File: src/rtl/gfau_pkg.sv
// gfau_pkg: op codes, FSM states and the modular add/sub helpers shared by the GF(p) unit.
// Helpers work at GF_MAX_W bits; callers zero-extend operands and truncate results.
package gfau_pkg;
  localparam int GF_MAX_W = 256;
  localparam logic [1:0] OP_ADD = 2'd0;
  localparam logic [1:0] OP_SUB = 2'd1;
  localparam logic [1:0] OP_MULT = 2'd2;
  localparam logic [1:0] OP_DIV = 2'd3;
  typedef enum logic [2:0] {IDLE, EXEC_AS, MUL, INV, DONE} gf_state_t;
  function automatic logic [GF_MAX_W-1:0] mod_add(input logic [GF_MAX_W-1:0] a, input logic [GF_MAX_W-1:0] b,
                                                   input logic [GF_MAX_W-1:0] p);
    logic [GF_MAX_W:0] s;
    s = {1'b0, a} + {1'b0, b};
    return (s >= {1'b0, p}) ? GF_MAX_W'(s - {1'b0, p}) : s[GF_MAX_W-1:0];
  endfunction
  function automatic logic [GF_MAX_W-1:0] mod_sub(input logic [GF_MAX_W-1:0] a, input logic [GF_MAX_W-1:0] b,
                                                   input logic [GF_MAX_W-1:0] p);
    logic [GF_MAX_W:0] d;
    d = {1'b0, a} - {1'b0, b};
    return d[GF_MAX_W] ? GF_MAX_W'(d + {1'b0, p}) : d[GF_MAX_W-1:0];
  endfunction
endpackage

File: src/rtl/gfau_mod_mul.sv
// gfau_mod_mul: serial MSB-first interleaved modular multiplier, one bit of b per cycle.
module gfau_mod_mul
  import gfau_pkg::*;
#(
  parameter int WIDTH = 32,
  parameter int ITER_W = $clog2(2*WIDTH+2)
) (
  input  logic             clk,
  input  logic             rst_n,
  input  logic             start,
  input  logic [WIDTH-1:0] a,
  input  logic [WIDTH-1:0] b,
  input  logic [WIDTH-1:0] p,
  output logic             done,
  output logic [WIDTH-1:0] r
);
  logic [WIDTH-1:0] a_q, b_q, p_q, r_dbl, r_nx;
  logic [ITER_W-1:0] cnt;
  logic run;
  assign r_dbl = WIDTH'(mod_add(GF_MAX_W'(r), GF_MAX_W'(r), GF_MAX_W'(p_q)));
  assign r_nx = b_q[WIDTH-1] ? WIDTH'(mod_add(GF_MAX_W'(r_dbl), GF_MAX_W'(a_q), GF_MAX_W'(p_q))) : r_dbl;
  assign done = run && cnt == '0;
  always_ff @(posedge clk or negedge rst_n) begin
    if (!rst_n) begin
      a_q <= '0;
      b_q <= '0;
      p_q <= '0;
      r <= '0;
      cnt <= '0;
      run <= 1'b0;
    end else if (start) begin
      a_q <= a;
      b_q <= b;
      p_q <= p;
      r <= '0;
      cnt <= ITER_W'(WIDTH);
      run <= 1'b1;
    end else if (cnt != '0) begin
      r <= r_nx;
      b_q <= b_q << 1;
      cnt <= cnt - 1'b1;
    end else begin
      run <= 1'b0;
    end
  end
endmodule

File: src/rtl/gfau_param.sv
// gfau_param: multi-cycle GF(p) add/sub/mul/div unit with start/done/acknowledge handshake.
// Inversion for DIV is built only when GFAU_DIV_EN is defined; otherwise DIV returns o_err.
module gfau_param
  import gfau_pkg::*;
#(
  parameter int WIDTH = 32,
  parameter int ITER_W = $clog2(2*WIDTH+2)
) (
  input  logic             i_clk,
  input  logic             i_rst,
  input  logic             i_start,
  input  logic [WIDTH-1:0] in_0,
  input  logic [WIDTH-1:0] in_1,
  input  logic [WIDTH-1:0] prime,
  input  logic [1:0]       operation_select,
  input  logic             done_from_control,
  output logic [WIDTH-1:0] result,
  output logic             o_busy,
  output logic             done_to_control,
  output logic             done_add,
  output logic             done_sub,
  output logic             done_mult,
  output logic             done_div,
  output logic             o_err
);
  gf_state_t state, state_nx, entry;
  logic [WIDTH-1:0] a_q, b_q, p_q, inv, mul_r;
  logic [1:0] op_q;
  logic accept, inv_end, mul_start, mul_done, div_err;
  assign accept = i_start && (state == IDLE || (state == DONE && done_from_control));
`ifdef GFAU_DIV_EN
  assign div_err = in_1 == '0;
`else
  assign div_err = 1'b1;
`endif
  assign entry = operation_select == OP_MULT ? MUL :
                 operation_select == OP_DIV ? (div_err ? DONE : INV) : EXEC_AS;
  always_comb begin
    state_nx = state;
    case (state)
      IDLE:    state_nx = accept ? entry : IDLE;
      EXEC_AS: state_nx = DONE;
      MUL:     state_nx = mul_done ? DONE : MUL;
      INV:     state_nx = inv_end ? MUL : INV;
      DONE:    state_nx = accept ? entry : done_from_control ? IDLE : DONE;
      default: state_nx = IDLE;
    endcase
  end
  always_ff @(posedge i_clk or negedge i_rst) begin
    if (!i_rst) state <= IDLE;
    else state <= state_nx;
  end
  always_ff @(posedge i_clk or negedge i_rst) begin
    if (!i_rst) begin
      a_q <= '0;
      b_q <= '0;
      p_q <= '0;
      op_q <= OP_ADD;
      result <= '0;
      o_err <= 1'b0;
    end else if (accept) begin
      a_q <= in_0;
      b_q <= in_1;
      p_q <= prime;
      op_q <= operation_select;
      result <= '0;
      o_err <= operation_select == OP_DIV && div_err;
    end else if (state == EXEC_AS) begin
      result <= op_q == OP_ADD ? WIDTH'(mod_add(GF_MAX_W'(a_q), GF_MAX_W'(b_q), GF_MAX_W'(p_q)))
                               : WIDTH'(mod_sub(GF_MAX_W'(a_q), GF_MAX_W'(b_q), GF_MAX_W'(p_q)));
    end else if (state == MUL && mul_done) begin
      result <= mul_r;
    end else if (state == DONE && done_from_control) begin
      result <= '0;
      o_err <= 1'b0;
    end
  end
`ifdef GFAU_DIV_EN
  logic [WIDTH-1:0] u, v, x1, x2;
  logic [ITER_W-1:0] cnt;
  function automatic logic [WIDTH-1:0] half(input logic [WIDTH-1:0] x);
    logic [WIDTH:0] s;
    s = x[0] ? {1'b0, x} + {1'b0, p_q} : {1'b0, x};
    return s[WIDTH:1];
  endfunction
  function automatic logic [WIDTH-1:0] msub(input logic [WIDTH-1:0] x, input logic [WIDTH-1:0] y);
    return WIDTH'(mod_sub(GF_MAX_W'(x), GF_MAX_W'(y), GF_MAX_W'(p_q)));
  endfunction
  // Invariants x1*b == u and x2*b == v (mod p); subtract-and-halve keeps u*v shrinking each cycle.
  assign inv_end = state == INV && (u == WIDTH'(1) || v == WIDTH'(1) || cnt == ITER_W'(2*WIDTH));
  assign inv = u == WIDTH'(1) ? x1 : x2;
  always_ff @(posedge i_clk or negedge i_rst) begin
    if (!i_rst) begin
      u <= '0;
      v <= '0;
      x1 <= '0;
      x2 <= '0;
      cnt <= '0;
    end else if (accept) begin
      u <= in_1;
      v <= prime;
      x1 <= WIDTH'(1);
      x2 <= '0;
      cnt <= '0;
    end else if (state == INV && !inv_end) begin
      if (!u[0]) begin
        u <= u >> 1;
        x1 <= half(x1);
      end else if (!v[0]) begin
        v <= v >> 1;
        x2 <= half(x2);
      end else if (u >= v) begin
        u <= (u - v) >> 1;
        x1 <= half(msub(x1, x2));
      end else begin
        v <= (v - u) >> 1;
        x2 <= half(msub(x2, x1));
      end
      cnt <= cnt + 1'b1;
    end
  end
`else
  assign inv_end = 1'b0;
  assign inv = '0;
`endif
  assign mul_start = (accept && operation_select == OP_MULT) || inv_end;
  gfau_mod_mul #(.WIDTH(WIDTH), .ITER_W(ITER_W)) u_mul (
    .clk(i_clk),
    .rst_n(i_rst),
    .start(mul_start),
    .a(inv_end ? a_q : in_0),
    .b(inv_end ? inv : in_1),
    .p(inv_end ? p_q : prime),
    .done(mul_done),
    .r(mul_r)
  );
  assign o_busy = state == EXEC_AS || state == MUL || state == INV;
  assign done_to_control = state == DONE;
  assign done_add = done_to_control && op_q == OP_ADD;
  assign done_sub = done_to_control && op_q == OP_SUB;
  assign done_mult = done_to_control && op_q == OP_MULT;
  assign done_div = done_to_control && op_q == OP_DIV;
endmodule

File: config.mk
export PLATFORM = sky130hd
export DESIGN_NAME = gfau_param
export DESIGN_NICKNAME = d
export VERILOG_FILES = /design/src/rtl/gfau_pkg.sv /design/src/rtl/gfau_mod_mul.sv /design/src/rtl/gfau_param.sv
export SDC_FILE = /design/constraint.sdc
export NUM_CORES = 1
export LEC_CHECK = 0
export CORE_UTILIZATION = 50
export CTS_CLUSTER_DIAMETER = 150
export DETAILED_ROUTE_END_ITERATION = 12
export PLACE_DENSITY = 0.67
export SKIP_LAST_GASP = 1
export SLEW_MARGIN = 20
export SYNTH_ARGS = -nofsm -noshare
export SYNTH_HDL_FRONTEND = slang
export SYNTH_SLANG_ARGS = --single-unit
File: constraint.sdc
create_clock -name i_clk -period 9.8 [get_ports i_clk]
set_input_delay 1.96 -clock i_clk [delete_from_list [all_inputs] [get_ports i_clk]]
set_output_delay 1.96 -clock i_clk [all_outputs]
set_load 0.01 [all_outputs]
* After elaboration in Yosys (flattened, before gate mapping)
Index checks and enable logic that the tools add are counted.
** Storage, ports and cells
- Register bits :: 270
** Operators by class
- Add/subtract/negate cells :: 9
- Reduce and logical (&&, ||, !) cells :: 20
- Eq/ne operators :: 12
- Magnitude comparators :: 3
- Mux-type cells :: 29
** Operators by type and width (count)
- $mux W32 :: 14
- $add A32 B32 Y33 :: 3
- $ge A33 B32 Y1 :: 3
- $sub A32 B32 Y32 :: 3
- $sub A32 B32 Y33 :: 1
- $add A32 B32 Y32 :: 1
- $mux W3 :: 6
- $pmux W3 S5 :: 1
- $mux W7 :: 2
- $logic_and A1 B1 Y1 :: 9
- $eq A2 B2 Y1 const B :: 4
- $logic_not A7 Y1 :: 1
- $reduce_bool A7 Y1 :: 1
- $sub A7 B1 Y7 const B :: 1
- $eq A3 B2 Y1 const B :: 2
- $mux W1 :: 6
- $ne A2 B2 Y1 const B :: 3
- $reduce_bool A2 Y1 :: 2
- $reduce_bool A4 Y1 :: 1
- $eq A3 B1 Y1 const B :: 1
- $eq A3 B3 Y1 const B :: 1
- $logic_not A3 Y1 :: 1
- $logic_or A1 B1 Y1 :: 3
- $reduce_and A3 Y1 :: 1
- 2 further kinds :: 2

* Longest topological paths before layout
Gate-level depths: netlist of the first run.
- Depth after elaboration :: 9
- Gate-level depth with buffers :: 36
- Mapped depth without buffers :: 31

* Cells and area by module
From an unflattened synthesis of the first run, not the netlist that was laid out.
** Unflattened totals
- Cell total of the unflattened synthesis :: 3046
- Area total of the unflattened synthesis :: 24548.5 um^2
** Modules (own cells, without submodules)
- gfau_param :: cells each 1641, times used 1, sequential area each 3353.2 um^2, area an instance 12727.2 um^2
- gfau_mod_mul :: cells each 1405, times used 1, sequential area each 3403.3 um^2, area an instance 11821.3 um^2

* Worst setup path after synthesis of the first run
No wires, ideal clock.
- Kind :: register to register
- From :: register u_mul.r[23]
- To :: register u_mul.r[22]
- Arrival :: 7.175 ns
- Setup time :: 0.135 ns
- Cell stages (with the launch flop) :: 34
- Clock period less this slack :: 7.310 ns
- Setup slack :: 2.490 ns
- Path through :: dfrtp_1 ha_1 clkbuf_2 and4_1 and3_1 nor3b_1 a221oi_1 o21ai_0 a31o_2 nand2_1 buf_2 buf_2 a21oi_1 fa_1 a211oi_1 o21ai_0 o311ai_0 a21boi_0 a41oi_1 o21bai_1 a21oi_1 xnor2_1 ha_1 and3_1 clkbuf_1 nand3_1 or4_1 nor3_1 nor3_1 nand3_1 clkbuf_1 nor2_1 a22oi_1 o21ai_0
** Between the ends
- Longest elaborated chain between the ends :: 9
** Ends and longest elaborated chain
- start: declaration :: RTL line gfau_mod_mul.sv:15 : output logic [WIDTH-1:0] r
- start signal: assignment :: RTL line gfau_mod_mul.sv:39 : r <= r_nx;
- $add A32 B32 Y33 * :: RTL line gfau_pkg.sv:13 : s = {1'b0, a} + {1'b0, b};
- $ge A33 B32 Y1 / $sub A32 B32 Y32 (equally long branches) :: RTL line gfau_pkg.sv:14 : return (s >= {1'b0, p}) ? GF_MAX_W'(s - {1'b0, p}) : s[GF_MAX_W-1:0];
- $mux W32 * :: RTL line gfau_pkg.sv:14
- $add A32 B32 Y33 :: RTL line gfau_pkg.sv:13
- $sub A32 B32 Y32 / $ge A33 B32 Y1 (equally long branches) :: RTL line gfau_pkg.sv:14
- $mux W32 :: RTL line gfau_pkg.sv:14
- $mux W32 * :: RTL line gfau_mod_mul.sv:21 : assign r_nx = b_q[WIDTH-1] ? WIDTH'(mod_add(GF_MAX_W'(r_dbl), GF_MAX_W'(a_q), GF_MAX_W'(p_q))) : r_dbl;
- $mux W32 * :: RTL line gfau_mod_mul.sv:38 : end else if (cnt != '0) begin
- $mux W32 * :: RTL line gfau_mod_mul.sv:31 : end else if (start) begin
Every way passes the cells marked *; elsewhere a longest branch is shown, timed or not. The select of a mux whose other input is x is not followed.
A chain may end at the register's enable or synchronous reset.

* Worst setup path in the final report of the first run
- From :: register u_mul.r[5]
- To :: register u_mul.r[25]
** Between the ends
- Longest elaborated chain between the ends :: 9
** Ends and longest elaborated chain (RTL line)
- $add A32 B32 Y33 * :: gfau_pkg.sv:13
- $sub A32 B32 Y32 / $ge A33 B32 Y1 (equally long branches) :: gfau_pkg.sv:14
- $mux W32 * :: gfau_pkg.sv:14
- $add A32 B32 Y33 :: gfau_pkg.sv:13
- $sub A32 B32 Y32 / $ge A33 B32 Y1 (equally long branches) :: gfau_pkg.sv:14
- $mux W32 :: gfau_pkg.sv:14
- $mux W32 * :: gfau_mod_mul.sv:21
- $mux W32 * :: gfau_mod_mul.sv:38
- $mux W32 * :: gfau_mod_mul.sv:31
Marks and branches as above.

==> results of run 1 <==
==> routing by layer <==
| metal | up-vias | routed length [microns] | part of all wire [%] | global-route usage (%) |
|---|---|---|---|---|
| met1 | 11600 | 39700 | 44 | 50.8 |
| met4 | 0 | 3440 | 3.8 | 13.8 |
| met2 | 1216 | 39100 | 43 | 55.6 |
| met5 | - | 0 | 0 | 0 |
| met3 | 158 | 8540 | 9.4 | 7.58 |
| li1 | 11100 | - | - | - |
==> cell usage in the layout (no fill, tap or decap), drive strengths merged, types with 10 or more instances in the layout <==
master / instances
nor4: 10
a22oi: 26
a21oi: 216
nor3: 56
or2: 13
nand2: 534
nor3b: 11
mux2i: 25
mux2: 38
clkinv: 10
clkbuf: 42
nand4: 20
nand2b: 30
inv: 170
a21o: 98
dfrtp: 270
o31ai: 24
o21bai: 25
nor2: 215
ha: 224
buf: 25
xnor2: 117
nor2b: 39
o21a: 29
o22ai: 15
clkdlybuf4s50: 139
a211oi: 56
and3: 27
xor2: 65
nand3: 47
a31oi: 57
or3: 17
o211ai: 29
and2: 11
a2111oi: 15
o21ai: 258
==> registers in the layout, summed over array words and instances, names as in the netlist, 7 cells and up <==
| signal | cells |
|---|---|
| a_q | 32 |
| b_q | 32 |
| p_q | 32 |
| result | 32 |
| u_mul.a_q | 32 |
| u_mul.b_q | 32 |
| u_mul.p_q | 32 |
| u_mul.r | 32 |
| u_mul.cnt | 7 |
==> cells by family (layout without fill, tap and decap cells) <==
kind of cell,Yosys count,after routing,synth area share [%]
adders and majority gates,231,231,12.2
muxes,63,63,2.82
xor gates and xnor gates,182,182,6.63
buffers and inverters,307,394,5.04
AOI/OAI and AO/OA,964,964,25.8
DFF,270,270,28.1
and+or+nand+nor,1054,1054,19.4
==> through the flow <==
step	setup WS [ns]	hold slack (ns)
2_1_floorplan	2.49	0.447
3_3_place_gp	1.18	0.474
3_5_place_dp	0.934	0.472
4_1_cts	0.874	0.492
5_1_grt	0.264	0.521
6_report	0.683	0.498
==> worst reg2reg max path: cells and delay by family (launching register included) <==
| kind | cells | cell delay (ns) |
|---|---|---|
| XOR/XNOR | 1 | 0.11 |
| flip-flops | 1 | 0.44 |
| adder cells (fa/ha/maj) | 3 | 1.21 |
| buffers and inverters | 2 | 0.41 |
| AND/OR/NAND/NOR | 10 | 2.65 |
| AO/OA/AOI/OAI | 14 | 4.18 |
==> how the worst max path moves through the flow <==
stage,start,endpoint,slack [ns],cells past startpoint
after floorplan,u_mul.r[23],u_mul.r[22],2.49,33
final,u_mul.r[5],u_mul.r[25],0.68,30
after detailed placement,u_mul.r[7],u_mul.r[25],0.93,30
after CTS,u_mul.r[7],u_mul.r[25],0.87,30
after global routing,u_mul.r[6],u_mul.r[8],0.26,30
after global placement,u_mul.r[5],u_mul.r[25],1.18,30
==> final cells by class <==
cell class,instances,area (sq um)
clock inverter,21,256
sequential,270,6760
inverter,167,627
multi-input combinational,2494,16100
tap,607,759
clock buffer,42,985
fill,4326,19900
timing repair buffer,164,1590
==> results.ini, run 1 <==
[timing]
finalHoldViolations = 0
tightest_slew_ns = 1.09
layout_min_cycle_time_ns = 9.12
relSlewSlack_pct = 26.6
slew_violations = 0
rsz0062_at_grt = no
finalCritPeriodShare_pct = 93.0
clock_skew_ns = 0.0242
fmax_mhz = 110
finalSetupTns_ns = 0
setup_violations = 0

[yosys]
ys_top_cells_by_count = nand2_1, dfrtp_1, o21ai_0
postSynthCellCount = 3071
synth_seq_cells = 270
ys_top_cells_by_area = dfrtp_1, ha_1, nand2_1
synth-edff-count = 0
yosysTopAreaCell = dfrtp_1
synth.yosys.warnings = 0
yosysTopAreaCellShare_pct = 28.1
synth-main-ff-cell = dfrtp_1
synth_cell_types = 82
postSynthAreaPerCell_sq_um = 7.83
syn_nets = 3404
async_flop_share_pct = 100
synth_seq_area_share_pct = 28.1
synth_most_common_cell = nand2_1
synth_area_sq_mm = 0.0240

[drt]
vias_per_cell = 6.38
postRouteAntennaNets = 0
first_iter_violations = 2774
wl_per_cell_microns = 24.1
wirelength_microns = 90900
vias = 24000
drc = 0
dr.pass1.iters = 5

[grt]
grt_max_degree = 100
grt_pass1_wl_microns = 137000
antenna_found_initial = 0
grt_pass1_vias = 22600
grt-ovfl-total = 0
grtUsageTotal_pct = 36.5

[setup_path]
cp_top_family = compound AO/OA/AOI/OAI gates
timing.rr.start = u_mul.r[5]
endpoint_kind = flop
crit_top_cell = ha_1
crit_buf_inv = 2
worstPathMaxFanout = 23
r2r_cells = 30
arrival_ns = 9.56
reg2reg_to = u_mul.r[25]
cp-start-kind = flop
cp.required_ns = 10.24
worst_path_largest_cell_delay_ns = 0.85
cpMaxStageDelayCell = o311ai_0
r2r_slack_ns = 0.68
path_class = reg2reg

[finish]
stdcell_count = 3765
drive_gt1_share_pct = 5.26
nets = 3466
syn2layout_area_growth_pct = 12.7
fin_area_sq_mm = 0.0271
final_util_pct = 57.7
diodes = 0

[floorplanning]
coreArea_sq_mm = 0.0470
start_util_pct = 51.2
num_rows = 79
ios = 141
dieArea_sq_mm = 0.0490
fp.dieW_microns = 221
die_y_microns = 221

[status]
status = complete, no violations

[cts]
root_buffer = clkbuf_16
clkLatencyLatePin_ns = 0.57
post_cts_resized = 0
path_clk_slew_ns = 0.06
cts_tree = done
htreeDepth = 2
cts_buffers = 36
clkSinkCount = 270
cts_buffer_depth = 3
post_cts_buffers = 0
ctsHoldBuffers = 0

[placement]
gp_congestion = 1.05
hpwl_microns = 70500
dp_cells = 3702
place_area_sq_mm = 0.0258
port_buffers = 140

[hold_path]
hold_end = u_mul.a_q[2]
min_path_type = reg2reg
hold_depth = 2
hp-start = u_mul.a_q[2]

[job]
max_cap_violations = 0

Power of run 1 is left out: the tool's default activity adds up to more than one toggle a clock period on the data nets, which glitch-free logic cannot reach.
==> run 2: changes to the inputs <==
--- a/config.mk
+++ b/config.mk
@@ -8,6 +8,7 @@
 export CORE_UTILIZATION = 50
 export CTS_CLUSTER_DIAMETER = 150
 export DETAILED_ROUTE_END_ITERATION = 12
+export MAX_ROUTING_LAYER = met4
 export PLACE_DENSITY = 0.67
 export SKIP_LAST_GASP = 1
 export SLEW_MARGIN = 20
==> results.ini, run 2 (synthesis gave the netlist of run 1 again) <==
[cts]
cts_buffers = 35
post_cts_buffers = 0
path_clk_slew_ns = 0.06
root_buffer = clkbuf_16
htreeDepth = 2
cts_buffer_depth = 3
ctsHoldBuffers = 0
post_cts_resized = 0
clkSinkCount = 270
cts_tree = done
clkLatencyLatePin_ns = 0.56

[drt]
wirelength_microns = 91700
postRouteAntennaNets = 0
vias_per_cell = 6.35
wl_per_cell_microns = 24.3
dr.pass1.iters = 5
first_iter_violations = 2620
drc = 0
vias = 23900

[floorplanning]
num_rows = 79
die_y_microns = 221
fp.dieW_microns = 221
ios = 141
coreArea_sq_mm = 0.0470
start_util_pct = 51.2
dieArea_sq_mm = 0.0490

[hold_path]
min_path_type = reg2reg
hold_end = u_mul.a_q[24]
hp-start = u_mul.a_q[24]
hold_depth = 2

[timing]
setup_violations = 0
finalSetupTns_ns = 0
finalHoldViolations = 0
fmax_mhz = 111
relSlewSlack_pct = 25.8
slew_violations = 0
finalCritPeriodShare_pct = 92.2
layout_min_cycle_time_ns = 9.03
tightest_slew_ns = 1.11
rsz0062_at_grt = no
clock_skew_ns = 0.0168

[finish]
drive_gt1_share_pct = 5.19
syn2layout_area_growth_pct = 12.8
final_common_cell = nand2_1
fill_cells = 4279
final_util_pct = 57.8
nets = 3467
final_cell_mix = nand2_1, dfrtp_1, o21ai_0, ha_1, a21oi_1

[job]
max_cap_violations = 0

[setup_path]
endpoint_kind = flop
r2r_cells = 30
worst_path_largest_cell_delay_ns = 0.86
cp.required_ns = 10.21
reg2reg_to = u_mul.r[8]
r2r_slack_ns = 0.77
worstPathMaxFanout = 28
timing.rr.start = u_mul.r[5]
cp-start-kind = flop
cpMaxStageDelayCell = o311ai_0
path_class = reg2reg
arrival_ns = 9.45

[status]
status = complete, no violations

[placement]
hpwl_microns = 71900
gp_congestion = 1.07
port_buffers = 140

[grt]
grtUsageTotal_pct = 38.0
grt-ovfl-total = 0
grt_pass1_wl_microns = 138000
antenna_found_initial = 4
grt_pass1_vias = 22800
grt_max_degree = 101

-- run 2: cell types whose count changed in the layout (fill, tap and decap cells not counted), sizes merged --
cell	delta
clkinv	-4
diode	+4
clkbuf	+3
inv	-3
buf	+2
clkinvlp	+2
-- run 2: metrics by stage --
stage,area [sq um],instances,hold slack [ns],worst slack (ns)
global placement,25900,3704,0.470,0.927
finish,27100,3769,0.490,0.768
detailed placement,25900,3704,0.474,0.781
CTS,27100,3765,0.491,0.760
global route,27100,3769,0.513,0.114
floorplan,24000,3071,0.447,2.49
-- run 2: area by class of cell --
class | count | area [sq um] | share of cell area (%)
Antenna cell | 4 | 10.0 | 0.0369
Clock buffer | 45 | 1010 | 3.71
Clock inverter | 16 | 233 | 0.858
Inverter | 167 | 627 | 2.31
Multi-Input combinational cell | 2494 | 16100 | 59.4
Sequential cell | 270 | 6760 | 24.9
Tap cell | 607 | 759 | 2.80
Timing Repair Buffer | 166 | 1610 | 5.95
-- run 2: routing by layer --
layer  global-route usage (%)  part of all wire, %
met1                     52.4                   45
met4                     14.4                  3.9
met3                     6.00                  8.5
met5                        -                    0
met2                     55.7                   43
-- run 2: how the worst max path moves through the flow --
stage	from	end	depth (start not counted)
after floorplan	u_mul.r[23]	u_mul.r[22]	33
after global placement	u_mul.r[5]	u_mul.r[25]	29
after detailed placement	u_mul.r[5]	u_mul.r[25]	29
after CTS	u_mul.r[5]	u_mul.r[25]	29
after global routing	u_mul.r[5]	u_mul.r[8]	31
final	u_mul.r[5]	u_mul.r[8]	30
-- run 2: critical path, delay by kind of cell, from the launching register on --
| kind | cells | cell delay [ns] |
|---|---|---|
| AOI/OAI and AO/OA | 14 | 4.30 |
| and+or+nand+nor | 9 | 2.19 |
| adders and majority gates | 3 | 1.20 |
| buffers and inverters | 3 | 0.63 |
| DFF | 1 | 0.44 |
| xor gates and xnor gates | 1 | 0.11 |
Power of run 2 is left out for the same reason.
==> run 3: changes to the inputs <==
--- a/config.mk
+++ b/config.mk
@@ -9,7 +9,7 @@
 export CTS_CLUSTER_DIAMETER = 150
 export DETAILED_ROUTE_END_ITERATION = 12
 export MAX_ROUTING_LAYER = met4
-export PLACE_DENSITY = 0.67
+export PLACE_DENSITY_LB_ADDON = 0.3
 export SKIP_LAST_GASP = 1
 export SLEW_MARGIN = 20
 export SYNTH_ARGS = -nofsm -noshare
==> constraint.sdc (replaced) <==
create_clock -name i_clk -period 9.8 [get_ports i_clk]
set_input_delay 1.96 -clock i_clk [delete_from_list [all_inputs] [get_ports i_clk]]
set_output_delay 1.96 -clock i_clk [all_outputs]
set_load 0.1 [all_outputs]
==> results.ini, run 3 (synthesis gave the netlist of run 1 again) <==
[drt]
first_iter_violations = 2515
wirelength_microns = 92200
dr.pass1.iters = 6
postRouteAntennaNets = 0
drc = 0
vias = 24000
wl_per_cell_microns = 24.4
vias_per_cell = 6.35

[grt]
antenna_found_initial = 0
grt_pass1_vias = 23200
grt_pass1_wl_microns = 140000
grt-ovfl-total = 0
grt_max_degree = 90
grtUsageTotal_pct = 38.5

[finish]
final_cell_mix = nand2_1, dfrtp_1, o21ai_0, ha_1, a21oi_1
drive_gt1_share_pct = 5.24
fill_cells = 4350
syn2layout_area_growth_pct = 12.8
fin_area_sq_mm = 0.0271
nets = 3477
final_common_cell = nand2_1
final_util_pct = 57.7
stdcell_count = 3775
diodes = 0

[cts]
ctsHoldBuffers = 0
path_clk_slew_ns = 0.06
cts_buffers = 36
cts_tree = done
post_cts_buffers = 0
cts_buffer_depth = 3
root_buffer = clkbuf_16
clkSinkCount = 270
clkLatencyLatePin_ns = 0.56
htreeDepth = 2
post_cts_resized = 0

[setup_path]
worstPathMaxFanout = 33
arrival_ns = 9.14
crit_top_cell = buf_4
cp.required_ns = 10.18
cpMaxStageDelayCell = a2111oi_0
worst_path_largest_cell_delay_ns = 0.62
cp-start-kind = flop
endpoint_kind = flop
path_class = reg2reg

[timing]
tightest_slew_ns = 1.08
relSlewSlack_pct = 27.5
finalHoldViolations = 0
layout_min_cycle_time_ns = 8.76
clock_skew_ns = 0.0174
rsz0062_at_grt = no
finalCritPeriodShare_pct = 89.4
setup_violations = 0
slew_violations = 0
finalSetupTns_ns = 0
fmax_mhz = 114

[floorplanning]
start_util_pct = 51.2
num_rows = 79
coreArea_sq_mm = 0.0470
ios = 141
fp.dieW_microns = 221
dieArea_sq_mm = 0.0490
die_y_microns = 221

[hold_path]
min_path_type = reg2reg

[placement]
place_area_sq_mm = 0.0259
hpwl_microns = 72300
gp_congestion = 1.07
dp_cells = 3713
port_buffers = 140

[status]
status = complete, no violations

[job]
max_cap_violations = 0

==> run 3: worst max-delay path, delay by kind of cell (launching register included) <==
kind / cells / cell delay, ns
compound gates: 14 / 3.87
xor+xnor: 1 / 0.11
fa+ha+maj: 3 / 1.18
buf+inv: 4 / 1.00
flops: 1 / 0.43
simple gates: 9 / 1.96
==> run 3: final cells by class <==
class | instances | area (sq um) | share of cell area (%)
Inverter | 167 | 627 | 2.31
Sequential cell | 270 | 6760 | 24.9
Clock inverter | 8 | 120 | 0.443
Timing Repair Buffer | 175 | 1670 | 6.16
Tap cell | 607 | 759 | 2.80
Clock buffer | 54 | 1060 | 3.91
Multi-Input combinational cell | 2494 | 16100 | 59.4
==> run 3: per-layer routing <==
| layer | wire length [microns] | GRT usage [%] |
|---|---|---|
| met5 | 0 | - |
| met2 | 39700 | 57.2 |
| met3 | 8140 | 7.70 |
| met1 | 40100 | 50.9 |
| met4 | 4330 | 16.2 |
==> run 3: path summary, 6_finish.rpt <==
check | startpoint | endpoint | slack, ns | cells past startpoint
worst max register to register | u_mul.r[5] | u_mul.r[8] | 1.04 | 31
worst min register to register | u_mul.a_q[0] | u_mul.a_q[0] | 0.49 | 2
worst min-delay path | u_mul.a_q[0] | u_mul.a_q[0] | 0.49 | 2
worst max-delay path | u_mul.r[5] | u_mul.r[8] | 1.04 | 31
max in group asynchronous | i_rst | u_mul.p_q[23] | 6.38 | 3
min in group asynchronous | i_rst | b_q[5] | 1.41 | 1
==> run 3: stage by stage <==
step                      hold slack, ns  setup slack (ns)
after global placement             0.464              1.38
after global routing               0.511             0.400
final                              0.488              1.04
after detailed placement           0.478              1.21
after CTS                          0.493              1.14
after floorplan                    0.447              2.49
Power of run 3 is left out for the same reason.
